===== config.mk =====
export PLATFORM = sky130hd
export DESIGN_NAME = p_mac_stream
export DESIGN_NICKNAME = d
export VERILOG_FILES = /design/src/rtl/p_mac_pkg.sv /design/src/rtl/p_mac_pipe_stage.sv /design/src/rtl/p_mac_stream.sv
export SDC_FILE = /design/constraint.sdc
export NUM_CORES = 1
export LEC_CHECK = 0
export BUFFER_PORTS_ARGS = -buffer_cell sky130_fd_sc_hd__buf_2
export CAP_MARGIN = 20
export CORE_MARGIN = 1
export CORE_UTILIZATION = 55
export DETAILED_ROUTE_END_ITERATION = 6
export PLACE_DENSITY = 0.79
export SETUP_SLACK_MARGIN = 0.05
export SLEW_MARGIN = 20
export SYNTH_ARGS = -nofsm -noshare
export SYNTH_HDL_FRONTEND = slang
export SYNTH_SLANG_ARGS = --single-unit

===== constraint.sdc =====
create_clock -name clk -period 5.9 [get_ports clk]
set_input_delay 0.295 -clock clk [delete_from_list [all_inputs] [get_ports clk]]
set_output_delay 0.295 -clock clk [all_outputs]
set_load 0.05 [all_outputs]

===== src/rtl/p_mac_pkg.sv =====
// Shared types and helpers for the p_mac_stream multiply-accumulate engine.
package p_mac_pkg;

  localparam int P_WIDTH        = 8;
  localparam int P_MULT_LATENCY = 3;
  localparam int P_ACC_WIDTH    = 2*P_WIDTH + 8;
  localparam int P_EXT_MAX      = 128;

  typedef struct packed {
    logic vld;
    logic first;
    logic last;
    logic is_signed;
  } sb_t;

  localparam int SB_W = $bits(sb_t);

  // Bits at or above src_w are filled with the source MSB (signed) or zero.
  function automatic logic [P_EXT_MAX-1:0] ext_to_acc(input logic [P_EXT_MAX-1:0] val,
                                                       input int src_w,
                                                       input logic sgn);
    logic msb;
    msb = 1'b0;
    for (int i = 0; i < P_EXT_MAX; i++)
      if (i == src_w - 1) msb = val[i];
    for (int i = 0; i < P_EXT_MAX; i++)
      ext_to_acc[i] = (i < src_w) ? val[i] : (sgn & msb);
  endfunction

endpackage


===== src/rtl/p_mac_pipe_stage.sv =====
// Enabled register slice with asynchronous active-low clear.
module p_mac_pipe_stage
  import p_mac_pkg::*;
#(
  parameter int W = 8
) (
  input  logic         clk,
  input  logic         reset,
  input  logic         en,
  input  logic [W-1:0] d,
  output logic [W-1:0] q
);

  always_ff @(posedge clk or negedge reset) begin
    if (!reset)  q <= '0;
    else if (en) q <= d;
  end

endmodule


===== src/rtl/p_mac_stream.sv =====
// Pipelined multiply-accumulate over first/last delimited groups, valid/ready
// in and out; a single advance signal stalls every stage together.
module p_mac_stream
  import p_mac_pkg::*;
#(
  parameter int WIDTH        = P_WIDTH,
  parameter int MULT_LATENCY = P_MULT_LATENCY,
  parameter int ACC_WIDTH    = 2*WIDTH + 8
) (
  input  logic                 clk,
  input  logic                 reset,
  input  logic                 in_valid,
  output logic                 in_ready,
  input  logic [WIDTH-1:0]     dataa,
  input  logic [WIDTH-1:0]     datab,
  input  logic                 is_signed,
  input  logic                 first,
  input  logic                 last,
  output logic                 out_valid,
  input  logic                 out_ready,
  output logic [ACC_WIDTH-1:0] res,
  output logic                 ovf
);

  localparam int PW = 2*WIDTH;
  localparam int SW = SB_W + PW;

  logic          adv;
  logic [SW-1:0] stage_d [0:MULT_LATENCY];
  logic [SW-1:0] stage_q [0:MULT_LATENCY];

  sb_t                      sb_in;
  sb_t                      sb_p0;
  logic signed [WIDTH:0]    ax_p0;
  logic signed [WIDTH:0]    bx_p0;
  logic signed [PW+1:0]     prod_full_p0;
  logic [PW-1:0]            prod_p0;
  logic [1:0]               prod_unused;

  sb_t                      sb_acc;
  logic [PW-1:0]            prod_acc;
  logic [P_EXT_MAX-1:0]     ext_full;
  logic [P_EXT_MAX-ACC_WIDTH-1:0] ext_unused;
  logic [ACC_WIDTH-1:0]     ext_p;
  logic [ACC_WIDTH-1:0]     base;
  logic [ACC_WIDTH:0]       sum_w;
  logic [ACC_WIDTH-1:0]     sum;
  logic                     ovf_base;
  logic                     step_ovf;
  logic                     ovf_next;

  logic [ACC_WIDTH-1:0]     acc;
  logic                     ovf_acc;

  assign adv      = !out_valid || out_ready;
  assign in_ready = adv;

  assign sb_in = '{vld: in_valid, first: first, last: last, is_signed: is_signed};

  // Stage p0: operand register; product formed from it with a per-beat sign bit
  assign sb_p0        = stage_q[0][SW-1:PW];
  assign ax_p0        = {sb_p0.is_signed & stage_q[0][PW-1], stage_q[0][PW-1:WIDTH]};
  assign bx_p0        = {sb_p0.is_signed & stage_q[0][WIDTH-1], stage_q[0][WIDTH-1:0]};
  assign prod_full_p0 = ax_p0 * bx_p0;
  assign prod_p0      = prod_full_p0[PW-1:0];
  assign prod_unused  = prod_full_p0[PW+1:PW];

  genvar g;
  generate
    for (g = 0; g <= MULT_LATENCY; g++) begin : g_stage
      if (g == 0) begin : g_in
        assign stage_d[g] = {sb_in, dataa, datab};
      end else if (g == 1) begin : g_mul
        assign stage_d[g] = {sb_p0, prod_p0};
      end else begin : g_shift
        assign stage_d[g] = stage_q[g-1];
      end
      p_mac_pipe_stage #(.W(SW)) u_stage (
        .clk   (clk),
        .reset (reset),
        .en    (adv),
        .d     (stage_d[g]),
        .q     (stage_q[g])
      );
    end
  endgenerate

  // Accumulate stage: extend the product, add, and track overflow per signedness
  assign sb_acc     = stage_q[MULT_LATENCY][SW-1:PW];
  assign prod_acc   = stage_q[MULT_LATENCY][PW-1:0];
  assign ext_full   = ext_to_acc(P_EXT_MAX'(prod_acc), PW, sb_acc.is_signed);
  assign ext_p      = ext_full[ACC_WIDTH-1:0];
  assign ext_unused = ext_full[P_EXT_MAX-1:ACC_WIDTH];

  always_comb begin
    base     = sb_acc.first ? '0 : acc;
    ovf_base = sb_acc.first ? 1'b0 : ovf_acc;
    sum_w    = {1'b0, base} + {1'b0, ext_p};
    sum      = sum_w[ACC_WIDTH-1:0];
    if (sb_acc.is_signed)
      step_ovf = (base[ACC_WIDTH-1] == ext_p[ACC_WIDTH-1]) &&
                 (sum[ACC_WIDTH-1] != base[ACC_WIDTH-1]);
    else
      step_ovf = sum_w[ACC_WIDTH];
    ovf_next = ovf_base | step_ovf;
  end

  // A fresh result wins over the handshake of the previous one
  always_ff @(posedge clk or negedge reset) begin
    if (!reset) begin
      acc       <= '0;
      ovf_acc   <= 1'b0;
      res       <= '0;
      ovf       <= 1'b0;
      out_valid <= 1'b0;
    end else if (adv) begin
      out_valid <= sb_acc.vld && sb_acc.last;
      if (sb_acc.vld) begin
        if (sb_acc.last) begin
          res     <= sum;
          ovf     <= ovf_next;
          acc     <= '0;
          ovf_acc <= 1'b0;
        end else begin
          acc     <= sum;
          ovf_acc <= ovf_next;
        end
      end
    end
  end

endmodule

==> results of run 1 <==
layout make-up:
class,instances,area share
sequential,131,0.324
tap,216,0.0267
clock inverter,11,0.0128
clock buffer,21,0.0446
multi-input combinational,747,0.526
timing repair buffer,59,0.0326
inverter,89,0.0331
sequential cells by signal, summed over array words and instances (netlist names):
name,cells
g_stage.u_stage.q,80
acc,24
res,24
out_valid,1
ovf,1
ovf_acc,1
synth_stat cells (14+ instances only):
master and n:
a21oi_1 41, and2_1 34, clkbuf_1 39, dfrtp_1 131, fa_1 64, ha_1 57, inv_1 88, nand2_1 303
nand3_1 14, nor2_1 20, nor2b_1 28, o21ai_0 28, o31ai_1 19, xnor2_1 22
how the worst max path moves through the flow:
stage | from | endpoint
2_1_floorplan | g_stage[0].u_stage.q[7] | g_stage[1].u_stage.q[15]
3_3_place_gp | g_stage[0].u_stage.q[16] | g_stage[1].u_stage.q[15]
3_5_place_dp | g_stage[0].u_stage.q[16] | g_stage[1].u_stage.q[15]
4_1_cts | g_stage[0].u_stage.q[16] | g_stage[1].u_stage.q[15]
5_1_grt | g_stage[0].u_stage.q[15] | g_stage[1].u_stage.q[15]
6_report | g_stage[0].u_stage.q[16] | g_stage[1].u_stage.q[15]
through the flow:
step	cells	util	setup slack, ps
finish	1274	0.632	593
global route	1274	0.632	321
CTS	1274	0.632	576
detailed placement	1241	0.595	607
global placement	1241	0.595	655
floorplan	1015	-	519
kinds of logic (layout without fill, tap and decap cells):
group,after synthesis,count (layout)
xor gates and xnor gates,29,29
AOI/OAI and AO/OA,152,152
buffers and inverters,137,180
and+or+nand+nor,437,437
adders and majority gates,121,121
DFF,131,131
muxes,8,8
routing by layer:
metal | track usage | part of all wire
met4 | 0.0744 | 0.016
met5 | 0 | 0
met3 | 0.0468 | 0.037
met2 | 0.392 | 0.48
met1 | 0.321 | 0.47
worst reg2reg max path, cell delays in order, from the launching register on:
cell and delay [ps]:
dfrtp_1 450, nand2_1 110, or2_2 300, fa_1 520, fa_1 550, inv_1 60, fa_1 500, fa_1 540
inv_1 50, fa_1 490, inv_1 40, ha_1 290, o21a_1 120, o21a_1 210, o211ai_2 160, a21oi_1 110
or4_1 470, a31o_1 220
==> metrics.yaml, run 1 <==
outcome: "finished, final reports clean"
cp_slowest_cell: "fa_1"
gp_congestion: 0.907
synth_compound_area_frac: 0.114
fmax_mhz: 188
postCtsResizedCells: 0
holdPathEnd: "g_stage[0].u_stage.q[17]"
port_buffers: 49
netlist_top_cells_area: "dfrtp_1, fa_1, nand2_1, ha_1, inv_1"
syn_nets: 1159
worstPathBufferInverterCount: 3
antenna_cells: 0
cts.sinks: 131
nets: 1189
track_usage: 0.239
start_kind: "flip-flop"
ys_types: 60
critPathMaxFanout: 8
clock_skew_ps: 9.45
netlist_area_mm2: 0.00911
max_cap_viol_count: 0
cts_tree: "built"
nFillCells: 1343
ios: 50
drc: 0
ctsHoldBuffers: 1
mostFrequentLayoutCell: "nand2_1"
detail-route-antenna-nets: 0
routed_wl_mm: 18.7
crit_chain: "nand2_1, or2_2, fa_1, fa_1, inv_1, fa_1, fa_1, inv_1, fa_1, inv_1, ha_1, o21a_1, o21a_1, o211ai_2, a21oi_1, or4_1, a31o_1"
coreArea_mm2: 0.0160
cts_max_path_buffers: 2
synthXorXnorAreaFrac: 0.0279
arrival_ps: 5610
synth_edf_count: 0
vias: 6782
yosysSeqAreaShare: 0.360
grt-ovfl-total: 0
slowest_delay_ps: 550
tightest_slew_ps: 888
yosys.area_share.simple: 0.212
synth_warnings: 0
muxShareOfSynthArea: 0.00989
reg2reg_slack_ps: 590
htreeDepth: 4
cp-end-kind: "flip-flop"
critPathRequiredTime_ps: 6200
clkTransAtPathRegs_ps: 60
finalHoldViolCount: 0
finalInstanceArea_mm2: 0.0101
synth_top_family_by_area: "adder cells"
rows: 46
dieArea_mm2: 0.0171
critical_path_class: "flip-flop to flip-flop"
r2r-end: "g_stage[1].u_stage.q[15]"
synth_flop_cell: "dfrtp_1"
synth_adder_area_share: 0.219
first_pass_iters: 4
rsz0062_at_grt: "false"
critPathTopFamily: "adder cells"
start_util: 0.569
post_cts.repair.setup_buffers: 0
post-route-period-util: 0.899
placed_area_mm2: 0.00952
crit_top_cell: "fa_1"
multi_input_area_mm2: 0.00532
layout_common_cells: "nand2_1, dfrtp_1, inv_1"
syn_to_final_growth_pct: 10.9
numCtsBuffers: 17
relSlewSlack: 0.408
drive_gt1_frac: 0.110
reg2reg_from: "g_stage[0].u_stage.q[16]"
synth_seq_cells: 131
fin_crit_ps: 5310
detailed_place_hpwl_mm: 13.4
netlist_instances: 1015
hp-class: "input port to flip-flop"
grt_pass1_vias: 6509
die_h_um: 131
cp_num_cells: 17
grt_first_pass_wirelength_mm: 31.4
grt_start_max_net_pins: 82
clock_latency_ps: 420
setup_viol: 0
async_flop_share: 1.00
drt_iter0_markers: 321
slew_violations: 0
hold_slack_ps: 72.3
antenna_found_initial: 0
synth_area_per_cell_um2: 8.98
hold_depth: 3
min_from: "last"
die_w_um: 131
reg2regPathDepth: 17
vias_per_cell: 5.32
wl_per_cell_um: 14.7
setup_tns_ps: 0
root_buffer: "clkbuf_16"
regArea_mm2: 0.00328
synth_top_area_share: 0.360
synth_area_leader_cell: "dfrtp_1"
Power of run 1 is not shown: default switching activity piles up to over one toggle a cycle in this logic, so the estimate is an artifact.
==> run 2: changes to the inputs <==
- PLACE_DENSITY: 0.79 -> 0.73
==> run 2 against run 1 <==
- maximum frequency decreased by 0.28%
- via count is 0.40% lower
- sequential share of layout area is 0.064 points lower
- global-route usage down 0.35 points
- critical path depth is the same
- final area increased by 0.20%
- worst setup slack got worse by 15 ps
- die area stayed put
- non-clock buffer count down 2
- first-iteration DRC count is 34% higher
- sequential cell count is the same
- critical path type unchanged
- largest cell class unchanged
==> metrics.yaml, run 2 (synthesized netlist as in run 1, its figures left out) <==
grt_pass1_vias: 6550  # +0.63%
reg2reg_slack_ps: 580  # about the same
grt-ovfl-total: 0  # unchanged
antenna_cells: 0  # unchanged
critical_path_class: "flip-flop to flip-flop"
first_pass_iters: 5  # +1
syn_to_final_growth_pct: 11.1
slew_violations: 0  # unchanged
critPathRequiredTime_ps: 6210  # about the same
endpoint: "g_stage[1].u_stage.q[15]"
die_h_um: 131  # unchanged
cp-startpoint: "g_stage[0].u_stage.q[7]"
coreArea_mm2: 0.0160  # unchanged
largest_register_ffs: 80  # unchanged
detail-route-antenna-nets: 0  # unchanged
cts.sinks: 131  # unchanged
rows: 46  # unchanged
r2r-end: "g_stage[1].u_stage.q[15]"
cts_max_path_buffers: 2  # unchanged
top_register: "g_stage.u_stage.q"
ios: 50  # unchanged
reg2reg_from: "g_stage[0].u_stage.q[7]"
vias_per_cell: 5.32  # about the same
rsz0062_at_grt: "false"
relSlewSlack: 0.422  # +0.0141
post-route-period-util: 0.902  # +0.00249
die_w_um: 131  # unchanged
port_buffers: 49  # unchanged
finalHoldViolCount: 0  # unchanged
fin_crit_ps: 5320  # +14.7 ps
dieArea_mm2: 0.0171  # unchanged
reg_top3: "g_stage.u_stage.q: 80 flops, acc: 24 flops, res: 24 flops"
track_usage: 0.235  # -0.00353
critPathMaxFanout: 11  # +3
mostFrequentLayoutCell: "nand2_1"
cts_tree: "built"
arrival_ps: 5630  # +20 ps
grt_first_pass_wirelength_mm: 31.1  # -1.0%
clock_skew_ps: 8.05  # -1.40 ps
layout_common_cells: "nand2_1, dfrtp_1, inv_1"
clkTransAtPathRegs_ps: 60  # about the same
antenna_found_initial: 0  # unchanged
drc: 0  # unchanged
clock_latency_ps: 420  # about the same
drive_gt1_frac: 0.107  # -0.00243
root_buffer: "clkbuf_16"
vias: 6755  # -0.40%
setup_viol: 0  # unchanged
nets: 1187  # -0.17%
start_kind: "flip-flop"
start_util: 0.569  # unchanged
reg2regPathDepth: 17  # unchanged
fmax_mhz: 188  # -0.28%
outcome: "finished, final reports clean"
htreeDepth: 4  # unchanged
routed_wl_mm: 18.5  # -1.4%
cp-end-kind: "flip-flop"
detailed_place_hpwl_mm: 13.2  # -1.6%
setup_tns_ps: 0  # unchanged
grt_start_max_net_pins: 86  # +4.9%
tightest_slew_ps: 866  # -21.2 ps
gp_congestion: 0.919  # +1.4%
max_cap_viol_count: 0  # unchanged
numCtsBuffers: 17  # unchanged
hp-class: "input port to flip-flop"
wl_per_cell_um: 14.5  # -1.1%
drt_iter0_markers: 431  # +34%
[run 2: through the flow]
step	cells	util	worst slack [ps]	hold WS (ps)	cell area, µm²
2_1_floorplan	1015	-	519	-0.591	9110
3_3_place_gp	1239	0.594	597	337	9500
3_5_place_dp	1239	0.594	559	340	9500
4_1_cts	1270	0.633	552	61.6	10100
5_1_grt	1270	0.633	347	65.7	10100
6_report	1270	0.633	578	70.6	10100
[run 2: layout make-up]
type	instances	area, µm²
fillers	1391	5870
multi-input cells	747	5320
flip-flops and latches	131	3280
clock buffers	21	460
inverters	89	334
repair buffers	57	314
well taps	216	270
clock inverters	9	154
[run 2: timing repair]
| action | CTS | global route |
|---|---|---|
| hold buffers | 1 | 0 |
| hold endpoints to repair | 67 | 0 |
| gates resized for setup | 0 | 0 |
| setup endpoints to repair | 0 | 0 |
| buffers inserted | 0 | 0 |
[run 2: critical path, cell delays in order, from the launching register on]
cell      delay (ps)
dfrtp_1          520
nand2_1          110
or2_2            300
fa_1             500
fa_1             550
inv_1             60
fa_1             500
fa_1             550
inv_1             50
fa_1             490
inv_1             40
ha_1             290
o21a_1           120
o21a_1           200
o211ai_2         160
a21oi_1          100
or4_1            460
a31o_1           220
[run 2: metal layers]
metal | vias to the layer above | track usage | part of all wire
met1 | 3221 | 0.302 | 0.45
met5 | - | 0 | 0
met4 | 0 | 0.0778 | 0.020
li1 | 3334 | - | -
met3 | 33 | 0.0456 | 0.040
met2 | 167 | 0.400 | 0.49
[run 2: worst min path at each step]
stage	end	depth (start not counted)	slack (ps)	from
2_1_floorplan	acc[0]	0	-0.6	reset
3_3_place_gp	acc[5]	1	340	reset
3_5_place_dp	acc[5]	1	340	reset
4_1_cts	g_stage[0].u_stage.q[9]	3	60	dataa[1]
5_1_grt	g_stage[0].u_stage.q[9]	3	70	dataa[1]
6_report	g_stage[0].u_stage.q[9]	3	70	dataa[1]
Power of run 2 is left out for the same reason.
==> run 3: changes to the inputs <==
- REMOVE_ABC_BUFFERS: not set -> 1
==> run 3 against run 2 <==
- final area is 0.30% higher
- non-clock buffer count is 4 higher
- utilization is 0.19 points higher
- sequential share of layout area is 0.096 points lower
- global-route usage is 0.20 points higher
- cell count is 0.39% higher
- die area stayed put
- wire length is 0.17% lower
- critical path type unchanged
- highest routed layer unchanged
==> metrics.yaml, run 3 (synthesized netlist as in run 1, its figures left out) <==
gp_congestion: 0.926  # +0.74%
ios: 50  # unchanged
port_buffers: 49  # unchanged
detail-route-antenna-nets: 0  # unchanged
grt_first_pass_wirelength_mm: 31.5  # +1.1%
grt_util_met2: 0.384  # -0.0156
arrival_ps: 5700  # +70 ps
reg2regPathDepth: 17  # unchanged
slew_violations: 0  # unchanged
rsz0062_at_grt: "false"
top_register: "g_stage.u_stage.q"
grt_busiest_layer: "met2"
critPathMaxFanout: 11  # unchanged
outcome: "finished, final reports clean"
setup_viol: 0  # unchanged
nets: 1191  # +0.34%
detailed_place_hpwl_mm: 13.0  # -1.6%
post-place-ws_ps: 514  # -45.1 ps
largest_register_ffs: 80  # unchanged
critical_path_class: "flip-flop to flip-flop"
reg2reg_from: "g_stage[0].u_stage.q[7]"
cts_tree: "built"
die_h_um: 131  # unchanged
fmax_mhz: 186  # -1.1%
clkTransAtPathRegs_ps: 60  # about the same
routed_wl_mm: 18.4  # -0.17%
endpoint: "g_stage[1].u_stage.q[15]"
htreeDepth: 4  # unchanged
hp-class: "input port to flip-flop"
dieArea_mm2: 0.0171  # unchanged
wl_per_cell_um: 14.4  # -0.56%
fin_crit_ps: 5380  # +57.8 ps
drt_iter0_markers: 463  # +7.4%
grt_start_max_net_pins: 86  # unchanged
relSlewSlack: 0.346  # -0.0769
drc: 0  # unchanged
root_buffer: "clkbuf_16"
numCtsBuffers: 17  # unchanged
antenna_found_initial: 0  # unchanged
layout_common_cells: "nand2_1, dfrtp_1, inv_1"
vias_per_cell: 5.33  # +0.26%
coreArea_mm2: 0.0160  # unchanged
cts_max_path_buffers: 2  # unchanged
cp-end-kind: "flip-flop"
cts.sinks: 131  # unchanged
post_cts.repair.setup_buffers: 0  # unchanged
start_util: 0.569  # unchanged
finalHoldViolCount: 0  # unchanged
grt_pass1_vias: 6510  # -0.61%
max_cap_viol_count: 0  # unchanged
postCtsResizedCells: 0  # unchanged
tightest_slew_ps: 982  # +115 ps
start_kind: "flip-flop"
syn_to_final_growth_pct: 11.5
grt-ovfl-total: 0  # unchanged
mostFrequentLayoutCell: "nand2_1"
ctsHoldBuffers: 1  # unchanged
clock_latency_ps: 430  # about the same
post-route-period-util: 0.912  # +0.00979
hold_slack_ps: 61.0  # -9.69 ps
finalWorstSetupSlack_ps: 521  # -57.8 ps
setup_tns_ps: 0  # unchanged
globalRouteMet1Util: 0.323  # +0.0209
vias: 6799  # +0.65%
rows: 46  # unchanged
drive_gt1_frac: 0.112  # +0.00516
reg_top3: "g_stage.u_stage.q: 80 flops, acc: 24 flops, res: 24 flops"
reg2reg_slack_ps: 520  # -60 ps
clock_skew_ps: 10.0  # +1.99 ps
critPathRequiredTime_ps: 6220  # about the same
first_pass_iters: 6  # +1
antenna_cells: 0  # unchanged
track_usage: 0.237  # +0.00202
die_w_um: 131  # unchanged
r2r-end: "g_stage[1].u_stage.q[15]"
cp-startpoint: "g_stage[0].u_stage.q[7]"
use_met3: 0.0485  # +0.00285
run 3: how the worst min path moves through the flow:
stage | from | to | slack, ps | cells past startpoint
floorplan | reset | acc[0] | -0.6 | 0
global placement | reset | res[5] | 290 | 1
detailed placement | reset | acc[5] | 290 | 1
CTS | datab[6] | g_stage[0].u_stage.q[6] | 50 | 3
global route | dataa[4] | g_stage[0].u_stage.q[12] | 60 | 3
finish | dataa[4] | g_stage[0].u_stage.q[12] | 60 | 3
run 3: area by class of cell:
| class | count | area, µm² |
|---|---|---|
| Inverter | 89 | 334 |
| Timing Repair Buffer | 61 | 344 |
| Clock inverter | 13 | 185 |
| Tap cell | 216 | 270 |
| Fill cell | 1379 | 5840 |
| Multi-Input combinational cell | 747 | 5320 |
| Clock buffer | 18 | 429 |
| Sequential cell | 131 | 3280 |
run 3: per-layer routing:
layer	share of wire	vias to the layer above
met1	0.47	3306
met5	0	-
met4	0.013	0
met2	0.48	133
met3	0.039	25
li1	-	3335
run 3: through the flow:
step                area (µm²)   util  instances
floorplan                 8920      -        967
finish                   10200  0.635       1275
CTS                      10200  0.635       1275
global placement          9530  0.596       1243
detailed placement        9530  0.596       1243
global route             10200  0.635       1275
run 3: critical path: stages (launching register included):
cell and delay [ps]:
dfrtp_1 540, nand2_1 110, or2_2 300, fa_1 500, fa_1 550, inv_1 60
fa_1 500, fa_1 550, inv_1 50, fa_1 490, inv_1 40, ha_1 290
o21a_1 120, o21a_1 200, o211ai_2 160, a21oi_1 100, or4_1 470, a31o_1 230
Power of run 3 is left out for the same reason.
